===== config.mk =====
export PLATFORM = sky130hd
export DESIGN_NAME = byp_seq
export DESIGN_NICKNAME = d
export VERILOG_FILES = /design/src/rtl/byp_seq.sv
export SDC_FILE = /design/constraint.sdc
export NUM_CORES = 1
export LEC_CHECK = 0
export ABC_AREA = 1
export BUFFER_PORTS_ARGS = -buffer_cell sky130_fd_sc_hd__buf_2
export CAP_MARGIN = 20
export CORE_ASPECT_RATIO = 1.5
export CORE_UTILIZATION = 45
export DETAILED_ROUTE_END_ITERATION = 7
export PLACE_DENSITY = 0.62
export SYNTH_ARGS = -nofsm -noshare
export SYNTH_HDL_FRONTEND = slang
export SYNTH_SLANG_ARGS = --single-unit

===== constraint.sdc =====
create_clock -name clk -period 2.4 [get_ports clk]
set_clock_uncertainty 0.2 [all_clocks]
set_input_delay 0.36 -clock clk [delete_from_list [all_inputs] [get_ports clk]]
set_output_delay 0.36 -clock clk [all_outputs]
set_load 0.03 [all_outputs]

===== src/rtl/byp_seq.sv =====
// Bypass-switch sequencer: blocks the IGBT gates, closes the mechanical bypass,
// retries on missing feedback and latches DONE/FAIL until a hard reset.
module byp_seq #(
  parameter int unsigned FIBER_DLY_US = 1000,
  parameter int unsigned GATE_OFF_US  = 20,
  parameter int unsigned CONFIRM_US   = 5000,
  parameter int unsigned RETRY_GAP_US = 500,
  parameter int unsigned MAX_RETRY    = 2
) (
  input  logic       clk,
  input  logic       rst_n,
  input  logic       time_1us,
  input  logic       reset_unit,
  input  logic       byp_cmd_rx,
  input  logic       fiber_err,
  input  logic       unit_fault,
  input  logic       byp_ok,
  output logic       pwm_block,
  output logic       byp_con,
  output logic       byp_fail,
  output logic [1:0] byp_src,
  output logic [2:0] byp_state
);

  localparam logic [15:0] FIBER_LIM     = 16'(FIBER_DLY_US);
  localparam logic [15:0] GATE_LIM      = 16'(GATE_OFF_US);
  localparam logic [15:0] CONFIRM_LIM   = 16'(CONFIRM_US);
  localparam logic [15:0] GAP_LIM       = 16'(RETRY_GAP_US);
  localparam logic [15:0] DONE_LOSS_LIM = 16'd1000;
  localparam logic [1:0]  RETRY_LIM     = 2'(MAX_RETRY);

  typedef enum logic [2:0] {
    S_IDLE  = 3'd0,
    S_BLOCK = 3'd1,
    S_CLOSE = 3'd2,
    S_GAP   = 3'd3,
    S_DONE  = 3'd4,
    S_FAIL  = 3'd5
  } state_t;

  state_t      state_q, state_d;
  logic [15:0] tick_cnt, tick_d;
  logic [15:0] fiber_cnt;
  logic [1:0]  retry_cnt, retry_d;
  logic [1:0]  src_d;
  logic        fiber_trig;

  // Continuous fiber-fault timer, saturating at the trigger value.
  always_ff @(posedge clk or negedge rst_n) begin
    if (!rst_n) begin
      fiber_cnt <= '0;
    end else if (!fiber_err || reset_unit) begin
      fiber_cnt <= '0;
    end else if (time_1us && (fiber_cnt < FIBER_LIM)) begin
      fiber_cnt <= fiber_cnt + 16'd1;
    end
  end

  assign fiber_trig = (fiber_cnt == FIBER_LIM);

  always_comb begin
    state_d = state_q;
    retry_d = retry_cnt;
    src_d   = byp_src;
    case (state_q)
      S_IDLE: begin
        retry_d = '0;
        if (unit_fault) begin
          state_d = S_BLOCK;
          src_d   = 2'b11;
        end else if (fiber_trig) begin
          state_d = S_BLOCK;
          src_d   = 2'b10;
        end else if (byp_cmd_rx && !fiber_err) begin
          state_d = S_BLOCK;
          src_d   = 2'b01;
        end else if (byp_ok) begin
          state_d = S_DONE;
          src_d   = 2'b00;
        end
      end
      S_BLOCK: begin
        if (tick_cnt >= GATE_LIM) state_d = S_CLOSE;
      end
      S_CLOSE: begin
        if (byp_ok) begin
          state_d = S_DONE;
        end else if (tick_cnt >= CONFIRM_LIM) begin
          if (retry_cnt < RETRY_LIM) begin
            state_d = S_GAP;
            retry_d = retry_cnt + 2'd1;
          end else begin
            state_d = S_FAIL;
          end
        end
      end
      S_GAP: begin
        if (byp_ok) state_d = S_DONE;
        else if (tick_cnt >= GAP_LIM) state_d = S_CLOSE;
      end
      S_DONE: begin
        if (tick_cnt >= DONE_LOSS_LIM) state_d = S_FAIL;
      end
      S_FAIL: begin
        state_d = S_FAIL;
      end
      default: begin
        state_d = S_IDLE;
        retry_d = '0;
      end
    endcase
  end

  // A tick on the transition clock belongs to the new state; in DONE the
  // counter measures consecutive ticks without bypass feedback.
  always_comb begin
    tick_d = tick_cnt;
    if (state_d != state_q) begin
      tick_d = {15'd0, time_1us};
    end else if (state_q == S_IDLE) begin
      tick_d = '0;
    end else if ((state_q == S_DONE) && byp_ok) begin
      tick_d = '0;
    end else if (time_1us && (tick_cnt != 16'hFFFF)) begin
      tick_d = tick_cnt + 16'd1;
    end
  end

  always_ff @(posedge clk or negedge rst_n) begin
    if (!rst_n) begin
      state_q   <= S_IDLE;
      tick_cnt  <= '0;
      retry_cnt <= '0;
      byp_src   <= 2'b00;
      pwm_block <= 1'b0;
      byp_con   <= 1'b0;
      byp_fail  <= 1'b0;
    end else begin
      state_q   <= state_d;
      tick_cnt  <= tick_d;
      retry_cnt <= retry_d;
      byp_src   <= src_d;
      pwm_block <= (state_d != S_IDLE);
      byp_con   <= (state_d == S_CLOSE) || (state_d == S_DONE) || (state_d == S_FAIL);
      byp_fail  <= (state_d == S_FAIL);
    end
  end

  assign byp_state = state_q;

endmodule


==> results of run 1 <==
[metal layers]
layer | GRT usage | up-vias | wire, µm | share of wire
met4 | 0.0963 | 0 | 164 | 0.025
met5 | 0 | - | 0 | 0
met3 | 0.0379 | 16 | 215 | 0.033
met1 | 0.232 | 1155 | 2650 | 0.41
li1 | - | 1262 | - | -
met2 | 0.411 | 57 | 3420 | 0.53
[per-stage QoR]
stage | setup slack, ns | std cells
3_5_place_dp | 0.122 | 458
5_1_grt | 0.00158 | 475
3_3_place_gp | 0.135 | 458
2_1_floorplan | 0.358 | 364
4_1_cts | 0.0785 | 467
6_report | 0.150 | 475
[worst max-delay path by stage]
stage                     slack [ns]                        to  depth (start not counted)
final                           0.15  tick_cnt[11]$_DFFE_PN0P_                         10
after global routing           0.002   tick_cnt[8]$_DFFE_PN0P_                         15
after CTS                       0.08  tick_cnt[11]$_DFFE_PN0P_                         10
after detailed placement        0.12  tick_cnt[11]$_DFFE_PN0P_                         10
after global placement          0.14  tick_cnt[11]$_DFFE_PN0P_                         10
after floorplan                 0.36   tick_cnt[0]$_DFFE_PN0P_                         12
[critical path, delay by kind of cell (launching register included)]
kind	cells	cell delay, ns
xor+xnor	1	0.17
flops	1	0.37
compound gates	1	0.15
buf+inv	1	0.18
simple gates	6	0.84
fa+ha+maj	1	0.21
[power breakdown]
| group | internal (W) | leakage [nW] | switching (W) |
|---|---|---|---|
| Sequential | 0.000766 | 0.543 | 0.0000432 |
| Clock | 0.000310 | 0.0514 | 0.000251 |
| Combinational | 0.000193 | 0.973 | 0.000352 |
| Total | 0.00127 | 1.57 | 0.000646 |
[final cells by class]
class | count | area (µm²)
clock buffer | 6 | 72.6
timing repair buffer | 34 | 240
sequential | 42 | 1060
fill | 581 | 2580
inverter | 57 | 216
tap | 72 | 90.1
clock inverter | 2 | 37.5
multi-input combinational | 262 | 1440
[sequential cells by signal, summed over array words and instances, names as in the netlist]
signal / count
pwm_block: 1
byp_src: 2
retry_cnt: 2
byp_con: 1
byp_fail: 1
fiber_cnt: 16
byp_state: 3
tick_cnt: 16
[logic make-up (layout without fill, tap and decap cells)]
logic type      after synthesis  after routing  synth area share
compound gates               33             33            0.0726
flops                        42             42             0.393
simple gates                216            217             0.400
fa+ha+maj                     4              4            0.0187
buf+inv                      61             99            0.0885
xor+xnor                      8              8            0.0262
[cell usage in the layout, fill, tap and decap left out, drive strengths merged, types with 3 or more instances in the layout]
cell type  Yosys  final
nand2         88     88
inv           56     56
nor2          53     54
dfrtp         42     42
nand3         34     34
buf            4     33
nand4         18     18
o21ai         16     16
nor3          14     14
xor2           8      8
a21oi          8      8
a31oi          6      6
clkbuf         0      6
nor4           5      5
ha             4      4
nor3b          3      3
[what timing repair did]
item | 4_1_cts | 5_1_grt
setup endpoints to repair | 0 | 16
resized for setup | 0 | 30
endpoints found under the hold margin | 16 | 0
buffers inserted | 0 | 6
hold buffers | 1 | 0
==> results.sh, run 1 <==
export IMPL_path_cells="ha_2 -> nand3_2 -> nor3_4 -> nand2_2 -> nor3_4 -> a31oi_2 -> buf_6 -> nand3_1 -> xor2_1 -> nor2_1"
export IMPL_grt_pass1_wl_um=10300
export IMPL_initial_utilization=0.465
export IMPL_synth_top_cell_area_share=0.393
export IMPL_setup_viol=0
export IMPL_clk_latency_ns=0.30
export IMPL_min_to="byp_src[1]$_DFFE_PN0P_"
export IMPL_fmax_mhz=444
export IMPL_cp_max_fo=14
export IMPL_synth_avg_cell_area_um2=7.34
export IMPL_synth_area_top_cells="dfrtp_1 (39%), nand2_1 (11%), nor2_1 (6.7%), inv_1 (6.6%), nand3_1 (5.8%)"
export IMPL_hold_start="unit_fault"
export IMPL_synthTopCellsByCount="nand2_1 (79), nor2_1 (48), inv_1 (47)"
export IMPL_power_w=0.00192
export IMPL_crit_top_cell="nor3_4"
export IMPL_ir_drop_mv=0.320
export IMPL_worstSetupPathType="reg2reg"
export IMPL_cp_slowest_cell="dfrtp_1"
export IMPL_avgRoutedWirePerCell_um=13.6
export IMPL_startpoint="tick_cnt[0]$_DFFE_PN0P_"
export IMPL_design_die_area_um2=6250
export IMPL_fin_area_um2=3160
export IMPL_fin_setup_tns_ns=0
export IMPL_via_per_inst=5.24
export IMPL_synth_edf_count=0
export IMPL_rsz0062_at_grt="false"
export IMPL_first_pass_iters=5
export IMPL_arrival_ns=2.24
export IMPL_grt_pass1_vias=2364
export IMPL_maxCapViolCount=0
export IMPL_yosysUniqueCellTypes=35
export IMPL_tightest_slew_ns=0.614
export IMPL_cts_tree="done"
export IMPL_cts_sinks=42
export IMPL_r2r_end="tick_cnt[11]$_DFFE_PN0P_"
export IMPL_synth_area_um2=2670
export IMPL_reg2reg_depth=10
export IMPL_die_h_um=96.4
export IMPL_rows=34
export IMPL_ys_ff_latch=42
export IMPL_synth_warning_count=0
export IMPL_core_um2=5740
export IMPL_gp_congestion=0.918
export IMPL_critPathRequiredTime_ns=2.39
export IMPL_min_path_cells=3
export IMPL_endpoint_kind="flip-flop"
export IMPL_numCtsBuffers=5
export IMPL_routed_wl_um=6450
export IMPL_path_clk_slew_ns=0.08
export IMPL_vias=2490
export IMPL_synth_top_area_cell="dfrtp_1"
export IMPL_dp_hpwl_um=4720
export IMPL_max_slew_margin=0.589
export IMPL_cts_root_buf="clkbuf_8"
export IMPL_post_dp_cell_area_um2=2910
export IMPL_min_period_ns=2.25
export IMPL_status="finished, final reports clean"
export IMPL_nNetsFinal=414
export IMPL_synth_fp_nets=376
export IMPL_rrSetupSlack_ns=0.15
export IMPL_holdCritPathClass="in2reg"
export IMPL_synth_flop_cell="dfrtp_1"
export IMPL_htree_levels=2
export IMPL_finalCritPeriodShare=0.937
export IMPL_yosysMostFrequentCell="nand2_1"
export IMPL_rr_startpoint="tick_cnt[0]$_DFFE_PN0P_"
export IMPL_cts_buffer_depth=2
export IMPL_async_flop_share=1.00
export IMPL_ys_seq_area_frac=0.393
export IMPL_num_antenna_cells=0
export IMPL_cp_slowest_stage_delay_ns=0.37
export IMPL_p_leak_nw=1.57
export IMPL_drc_errors=0
export IMPL_syn_inst=364
export IMPL_grt_antenna_before_repair=0
export IMPL_drive_gt1_frac=0.233
export IMPL_fp_dieW_um=64.9
export IMPL_gr_usage_all_layers=0.218
export IMPL_ant_nets=0
export IMPL_holdWs_ns=0.191
export IMPL_syn2layout_area_growth_pct=18.4
export IMPL_grt_start_max_net_pins=27
export IMPL_powerDensity_nw_per_um2=606
export IMPL_grt_overflow=0
export IMPL_hold_viol=0
export IMPL_io_pins=16
export IMPL_io_buffers=15
export IMPL_start_kind="flip-flop"
export IMPL_final_util=0.551
export IMPL_final_max_slew_violation_count=0
export IMPL_drt_iter0_drc=126
Note: power is estimated with default switching activity, not from simulation.
==> run 2, diff against run 1 <==
- ABC_AREA: 1 -> not set
- REMOVE_ABC_BUFFERS: not set -> 1
==> run 2 against run 1 <==
  * Die area is 14% lower
  * Total power is 4.4% lower
  * Sequential share of layout area rose by 2.3 points
  * First-iteration DRC count decreased by 64%
  * Core utilization up 4.9 points
  * Largest cell class unchanged
  * Largest power group unchanged
  * Clock power rose by 1%
  * Highest routed layer unchanged
  * Setup slack lost 0.082 ns
==> results.sh, run 2 <==
export IMPL_status="finished, final reports clean"
export IMPL_maxCapViolCount=0
export IMPL_drt_iter0_drc=45
export IMPL_synth_warning_count=0
export IMPL_ir_drop_mv=0.435
export IMPL_min_path_cells=3
export IMPL_dp_hpwl_um=3670
export IMPL_cts_tree="done"
export IMPL_finalCritPeriodShare=0.972
export IMPL_vias=1900
export IMPL_die_h_um=89.6
export IMPL_via_per_inst=5.29
export IMPL_syn_inst=237
export IMPL_seqPwrFrac=0.457
export IMPL_tightest_slew_ns=0.446
export IMPL_reg2reg_depth=7
export IMPL_design_die_area_um2=5410
export IMPL_hold_viol=0
export IMPL_io_pins=16
export IMPL_synth_avg_cell_area_um2=9.71
export IMPL_async_flop_share=1.00
export IMPL_powerDensity_nw_per_um2=625
export IMPL_power_w=0.00183
export IMPL_synth_top_area_cell="dfrtp_1"
export IMPL_r2r_end="tick_cnt[4]$_DFFE_PN0P_"
export IMPL_synthTopCellsByCount="dfrtp_1 (42), nor2_1 (24), xor2_1 (14)"
export IMPL_yosysUniqueCellTypes=55
export IMPL_max_slew_margin=0.700
export IMPL_ys_ff_latch=42
export IMPL_synth_area_um2=2300
export IMPL_critPathRequiredTime_ns=2.42
export IMPL_num_antenna_cells=0
export IMPL_rsz0062_at_grt="true"
export IMPL_io_buffers=15
export IMPL_synth_flop_cell="dfrtp_1"
export IMPL_cp_max_fo=10
export IMPL_ys_seq_area_frac=0.457
export IMPL_synth_edf_count=0
export IMPL_path_clk_slew_ns=0.08
export IMPL_nNetsFinal=305
export IMPL_min_period_ns=2.33
export IMPL_holdCritPathClass="in2reg"
export IMPL_gp_congestion=0.883
export IMPL_cts_root_buf="clkbuf_8"
export IMPL_fp_dieW_um=60.4
export IMPL_p_comb_frac=0.232
export IMPL_wl_met3_um=90
export IMPL_syn2layout_area_growth_pct=27.3
export IMPL_htree_levels=2
export IMPL_endpoint_kind="flip-flop"
export IMPL_hold_start="time_1us"
export IMPL_setup_viol=0
export IMPL_dp_cells=346
export IMPL_numCtsBuffers=5
export IMPL_drc_errors=0
export IMPL_p_int_w=0.00132
export IMPL_arrival_ns=2.35
export IMPL_wl_met1_um=2060
export IMPL_p_sw_w=0.000514
export IMPL_clk_latency_ns=0.29
export IMPL_p_clk_frac=0.310
export IMPL_ant_nets=0
export IMPL_core_um2=4890
export IMPL_synth_area_top_cells="dfrtp_1 (46%), xor2_1 (5.3%), nor2_1 (3.9%), nand4_1 (3.3%), xnor2_1 (2.7%)"
export IMPL_fmax_mhz=429
export IMPL_start_kind="flip-flop"
export IMPL_drive_gt1_frac=0.324
export IMPL_grt_overflow=0
export IMPL_avgRoutedWirePerCell_um=13.7
export IMPL_final_common_cell="dfrtp_1"
export IMPL_p_sw_frac=0.281
export IMPL_top_layer="met4"
export IMPL_rr_startpoint="tick_cnt[6]$_DFFE_PN0P_"
export IMPL_initial_utilization=0.471
export IMPL_grt_pass1_wl_um=8160
export IMPL_p_leak_nw=1.31
export IMPL_final_cells=359
export IMPL_final_max_slew_violation_count=0
export IMPL_gr_usage_all_layers=0.204
export IMPL_synth_top_cell_area_share=0.457
export IMPL_cts_sinks=42
export IMPL_first_pass_iters=4
export IMPL_routed_wl_um=4920
export IMPL_grt_start_max_net_pins=19
export IMPL_route_met2_wl_um=2670
export IMPL_cts_buffer_depth=2
export IMPL_grt_antenna_before_repair=0
export IMPL_final_cell_mix="dfrtp_1 (40), buf_4 (39), nor2_1 (23), buf_2 (15), xor2_1 (14)"
export IMPL_rows=31
export IMPL_rrSetupSlack_ns=0.07
export IMPL_min_to="tick_cnt[0]$_DFFE_PN0P_"
export IMPL_yosysMostFrequentCell="dfrtp_1"
export IMPL_grt_pass1_vias=1859
export IMPL_holdWs_ns=0.174
export IMPL_worstSetupPathType="reg2reg"
## run 2: worst max-delay path by stage
stage	start	endpoint	slack (ns)	cells past startpoint
floorplan	byp_state[1]$_DFF_PN0_	tick_cnt[1]$_DFFE_PN0P_	-0.18	6
global placement	tick_cnt[3]$_DFFE_PN0P_	tick_cnt[14]$_DFFE_PN0P_	0.03	7
detailed placement	tick_cnt[3]$_DFFE_PN0P_	tick_cnt[14]$_DFFE_PN0P_	-0.03	7
CTS	tick_cnt[3]$_DFFE_PN0P_	tick_cnt[14]$_DFFE_PN0P_	0.002	7
global route	tick_cnt[6]$_DFFE_PN0P_	tick_cnt[4]$_DFFE_PN0P_	-0.04	7
finish	tick_cnt[6]$_DFFE_PN0P_	tick_cnt[4]$_DFFE_PN0P_	0.07	7
## run 2: repair_timing
action                     in CTS  in global routing
setup endpoints to repair       8                 15
pin swaps                       1                 11
setup buffers                   1                  4
resized for setup               5                 17
gates cloned                    0                  0
hold buffers                    1                  0
hold endpoints to repair       16                  0
## run 2: layer usage
metal,up-vias,GRT usage
li1,951,-
met1,919,0.242
met2,23,0.361
met3,7,0.0344
met4,0,0.0761
met5,-,0
## run 2: area by class of cell
cell class | instances | area, µm²
Tap cell | 66 | 82.6
Fill cell | 464 | 1960
Clock inverter | 1 | 30.0
Sequential cell | 42 | 1050
Inverter | 11 | 41.3
Clock buffer | 6 | 82.6
Timing Repair Buffer | 58 | 415
Multi-Input combinational cell | 175 | 1220
## run 2: through the flow
step                      utilization  instance area (µm²)  setup WS [ns]  TNS, ns
after floorplan                     -                 2240         -0.183    -2.38
after global placement          0.548                 2680         0.0288        0
after detailed placement        0.548                 2680        -0.0251  -0.0348
after CTS                       0.579                 2830        0.00154        0
after global routing            0.599                 2930        -0.0442   -0.242
final                           0.599                 2930         0.0680        0
## run 2: cells by family (layout without fill, tap and decap cells)
family,after synthesis,after routing,share of synthesized area
simple gates,110,110,0.276
buf+inv,20,76,0.0440
compound gates,39,39,0.117
fa+ha+maj,4,4,0.0218
mux,1,1,0.00435
xor+xnor,21,21,0.0799
flops,42,42,0.457
## run 2: power by group through the flow
stage	Clock, W	Combinational, W	Sequential, W
6_report	0.000568	0.000426	0.000838
5_1_grt	0.000608	0.000479	0.000843
4_1_cts	0.000582	0.000398	0.000830
3_5_place_dp	0	0.000373	0.000848
3_3_place_gp	0	0.000367	0.000846
2_1_floorplan	0	0.000193	0.000867
## run 2: worst max-delay path: stages, from the launching register on
cell,delay (ns)
dfrtp_2,0.44
nor4_4,0.31
o311ai_2,0.15
a311o_1,0.28
a22o_1,0.23
or3_4,0.39
buf_8,0.16
nor2_2,0.10
==> run 3, diff against run 2 <==
- clock period: 2.4 -> 2.9 ns (I/O delays scaled with it)
==> run 3 against run 2 <==
  * First-iteration DRC count rose by 44%
  * Sequential share of layout area rose by 5.7 points
  * Maximum frequency fell by 11%
  * Total power fell by 24%
  * Core utilization fell by 8.4 points
  * Largest cell class unchanged
  * Largest power group unchanged
  * Highest routed layer unchanged
==> results.sh, run 3 (synthesis gave the netlist of run 2 again) <==
export IMPL_final_common_cell="dfrtp_1"
export IMPL_grt_start_max_net_pins=43
export IMPL_cts_buffer_depth=2
export IMPL_fin_area_um2=2520
export IMPL_grt_pass1_vias=1676
export IMPL_drc_errors=0
export IMPL_syn2layout_area_growth_pct=9.52
export IMPL_final_max_slew_violation_count=0
export IMPL_via_per_inst=5.45
export IMPL_fmax_mhz=384
export IMPL_rrSetupSlack_ns=0.29
export IMPL_fin_setup_tns_ns=0
export IMPL_p_leak_nw=1.08
export IMPL_start_kind="flip-flop"
export IMPL_grt_antenna_before_repair=0
export IMPL_reg2reg_depth=9
export IMPL_holdCritPathClass="in2async"
export IMPL_critPathRequiredTime_ns=2.91
export IMPL_drive_gt1_frac=0.167
export IMPL_p_sw_w=0.000411
export IMPL_max_slew_margin=0.391
export IMPL_design_die_area_um2=5410
export IMPL_p_clk_frac=0.332
export IMPL_hold_viol=0
export IMPL_min_period_ns=2.61
export IMPL_core_um2=4890
export IMPL_nNetsFinal=263
export IMPL_ir_drop_mv=0.289
export IMPL_seqPwrFrac=0.521
export IMPL_wl_met3_um=91
export IMPL_p_int_w=0.000987
export IMPL_tightest_slew_ns=0.913
export IMPL_powerDensity_nw_per_um2=555
export IMPL_finalCritPeriodShare=0.899
export IMPL_fp_dieW_um=60.4
export IMPL_setup_viol=0
export IMPL_endpoint_kind="flip-flop"
export IMPL_p_sw_frac=0.294
export IMPL_cts_tree="done"
export IMPL_cp_endpoint="tick_cnt[14]$_DFFE_PN0P_"
export IMPL_cp_max_fo=15
export IMPL_initial_utilization=0.471
export IMPL_vias=1733
export IMPL_first_pass_iters=4
export IMPL_gp_congestion=0.796
export IMPL_grt_overflow=0
export IMPL_startpoint="fiber_cnt[0]$_DFFE_PN0P_"
export IMPL_status="finished, final reports clean"
export IMPL_io_pins=16
export IMPL_wl_met1_um=2000
export IMPL_post_dp_cell_area_um2=2410
export IMPL_htree_levels=2
export IMPL_rows=31
export IMPL_final_util=0.516
export IMPL_worstSetupPathType="reg2reg"
export IMPL_arrival_ns=2.62
export IMPL_routed_wl_um=4390
export IMPL_maxCapViolCount=0
export IMPL_final_cell_mix="dfrtp_1 (42), nor2_1 (24), buf_2 (15), xor2_1 (14), nand2_1 (13)"
export IMPL_grt_pass1_wl_um=7550
export IMPL_p_comb_frac=0.147
export IMPL_post_cts_buffers=0
export IMPL_die_h_um=89.6
export IMPL_rr_startpoint="fiber_cnt[0]$_DFFE_PN0P_"
export IMPL_cts_root_buf="clkbuf_8"
export IMPL_rsz0062_at_grt="false"
export IMPL_ant_nets=0
export IMPL_r2r_end="tick_cnt[14]$_DFFE_PN0P_"
export IMPL_gr_usage_all_layers=0.185
export IMPL_clk_latency_ns=0.29
export IMPL_avgRoutedWirePerCell_um=13.8
export IMPL_io_buffers=15
export IMPL_post_cts_resized=0
export IMPL_route_met2_wl_um=2210
export IMPL_drt_iter0_drc=65
export IMPL_numCtsBuffers=5
export IMPL_cts_hold_buf=0
export IMPL_num_antenna_cells=0
export IMPL_dp_hpwl_um=3210
export IMPL_top_layer="met4"
export IMPL_cts_sinks=42
export IMPL_path_clk_slew_ns=0.09
## run 3: power groups by stage
| stage | logic (W) | clock network (W) | registers, W |
|---|---|---|---|
| 6_report | 0.000206 | 0.000464 | 0.000728 |
| 5_1_grt | 0.000237 | 0.000502 | 0.000739 |
| 4_1_cts | 0.000210 | 0.000480 | 0.000729 |
| 3_5_place_dp | 0.000209 | 0 | 0.000740 |
| 3_3_place_gp | 0.000200 | 0 | 0.000738 |
| 2_1_floorplan | 0.000159 | 0 | 0.000718 |
## run 3: area by class of cell
type | count | area [µm²]
clock inverter | 3 | 45.0
clock buffer | 5 | 68.8
sequential | 42 | 1050
tap | 66 | 82.6
inverter | 11 | 41.3
multi-input combinational | 175 | 1150
fill | 488 | 2370
timing repair buffer | 16 | 82.6
## run 3: how the worst min path moves through the flow
stage                             startpoint                       end  slack (ns)  depth (start not counted)
floorplan                              rst_n         byp_con$_DFF_PN0_       -0.06                          0
global placement    retry_cnt[0]$_DFFE_PN0P_  retry_cnt[0]$_DFFE_PN0P_        0.26                          1
detailed placement  retry_cnt[0]$_DFFE_PN0P_  retry_cnt[0]$_DFFE_PN0P_        0.27                          1
CTS                                    rst_n  tick_cnt[11]$_DFFE_PN0P_        0.11                          1
global route                           rst_n   tick_cnt[8]$_DFFE_PN0P_        0.16                          1
finish                                 rst_n   tick_cnt[9]$_DFFE_PN0P_        0.07                          1
## run 3: routing by layer
metal / track usage / vias up
li1: - / 862
met1: 0.233 / 837
met2: 0.308 / 25
met3: 0.0344 / 9
met4: 0.0761 / 0
met5: 0 / -
## run 3: critical path, cell delays in order, from the launching register on
cell       delay [ns]
dfrtp_1          0.46
inv_1            0.09
ha_1             0.13
nor4bb_1         0.33
and4_1           0.37
o2bb2ai_1        0.09
a22o_1           0.20
or3_1            0.30
buf_4            0.22
nor3_1           0.14
## run 3: through the flow
stage / cells / hold slack [ns] / total power [W] / worst slack (ns)
global route: 318 / 0.158 / 0.00148 / 0.0121
floorplan: 228 / -0.0606 / 0.000877 / 0.317
CTS: 318 / 0.108 / 0.00142 / 0.284
global placement: 310 / 0.260 / 0.000938 / 0.342
finish: 318 / 0.0672 / 0.00140 / 0.294
detailed placement: 310 / 0.267 / 0.000949 / 0.310
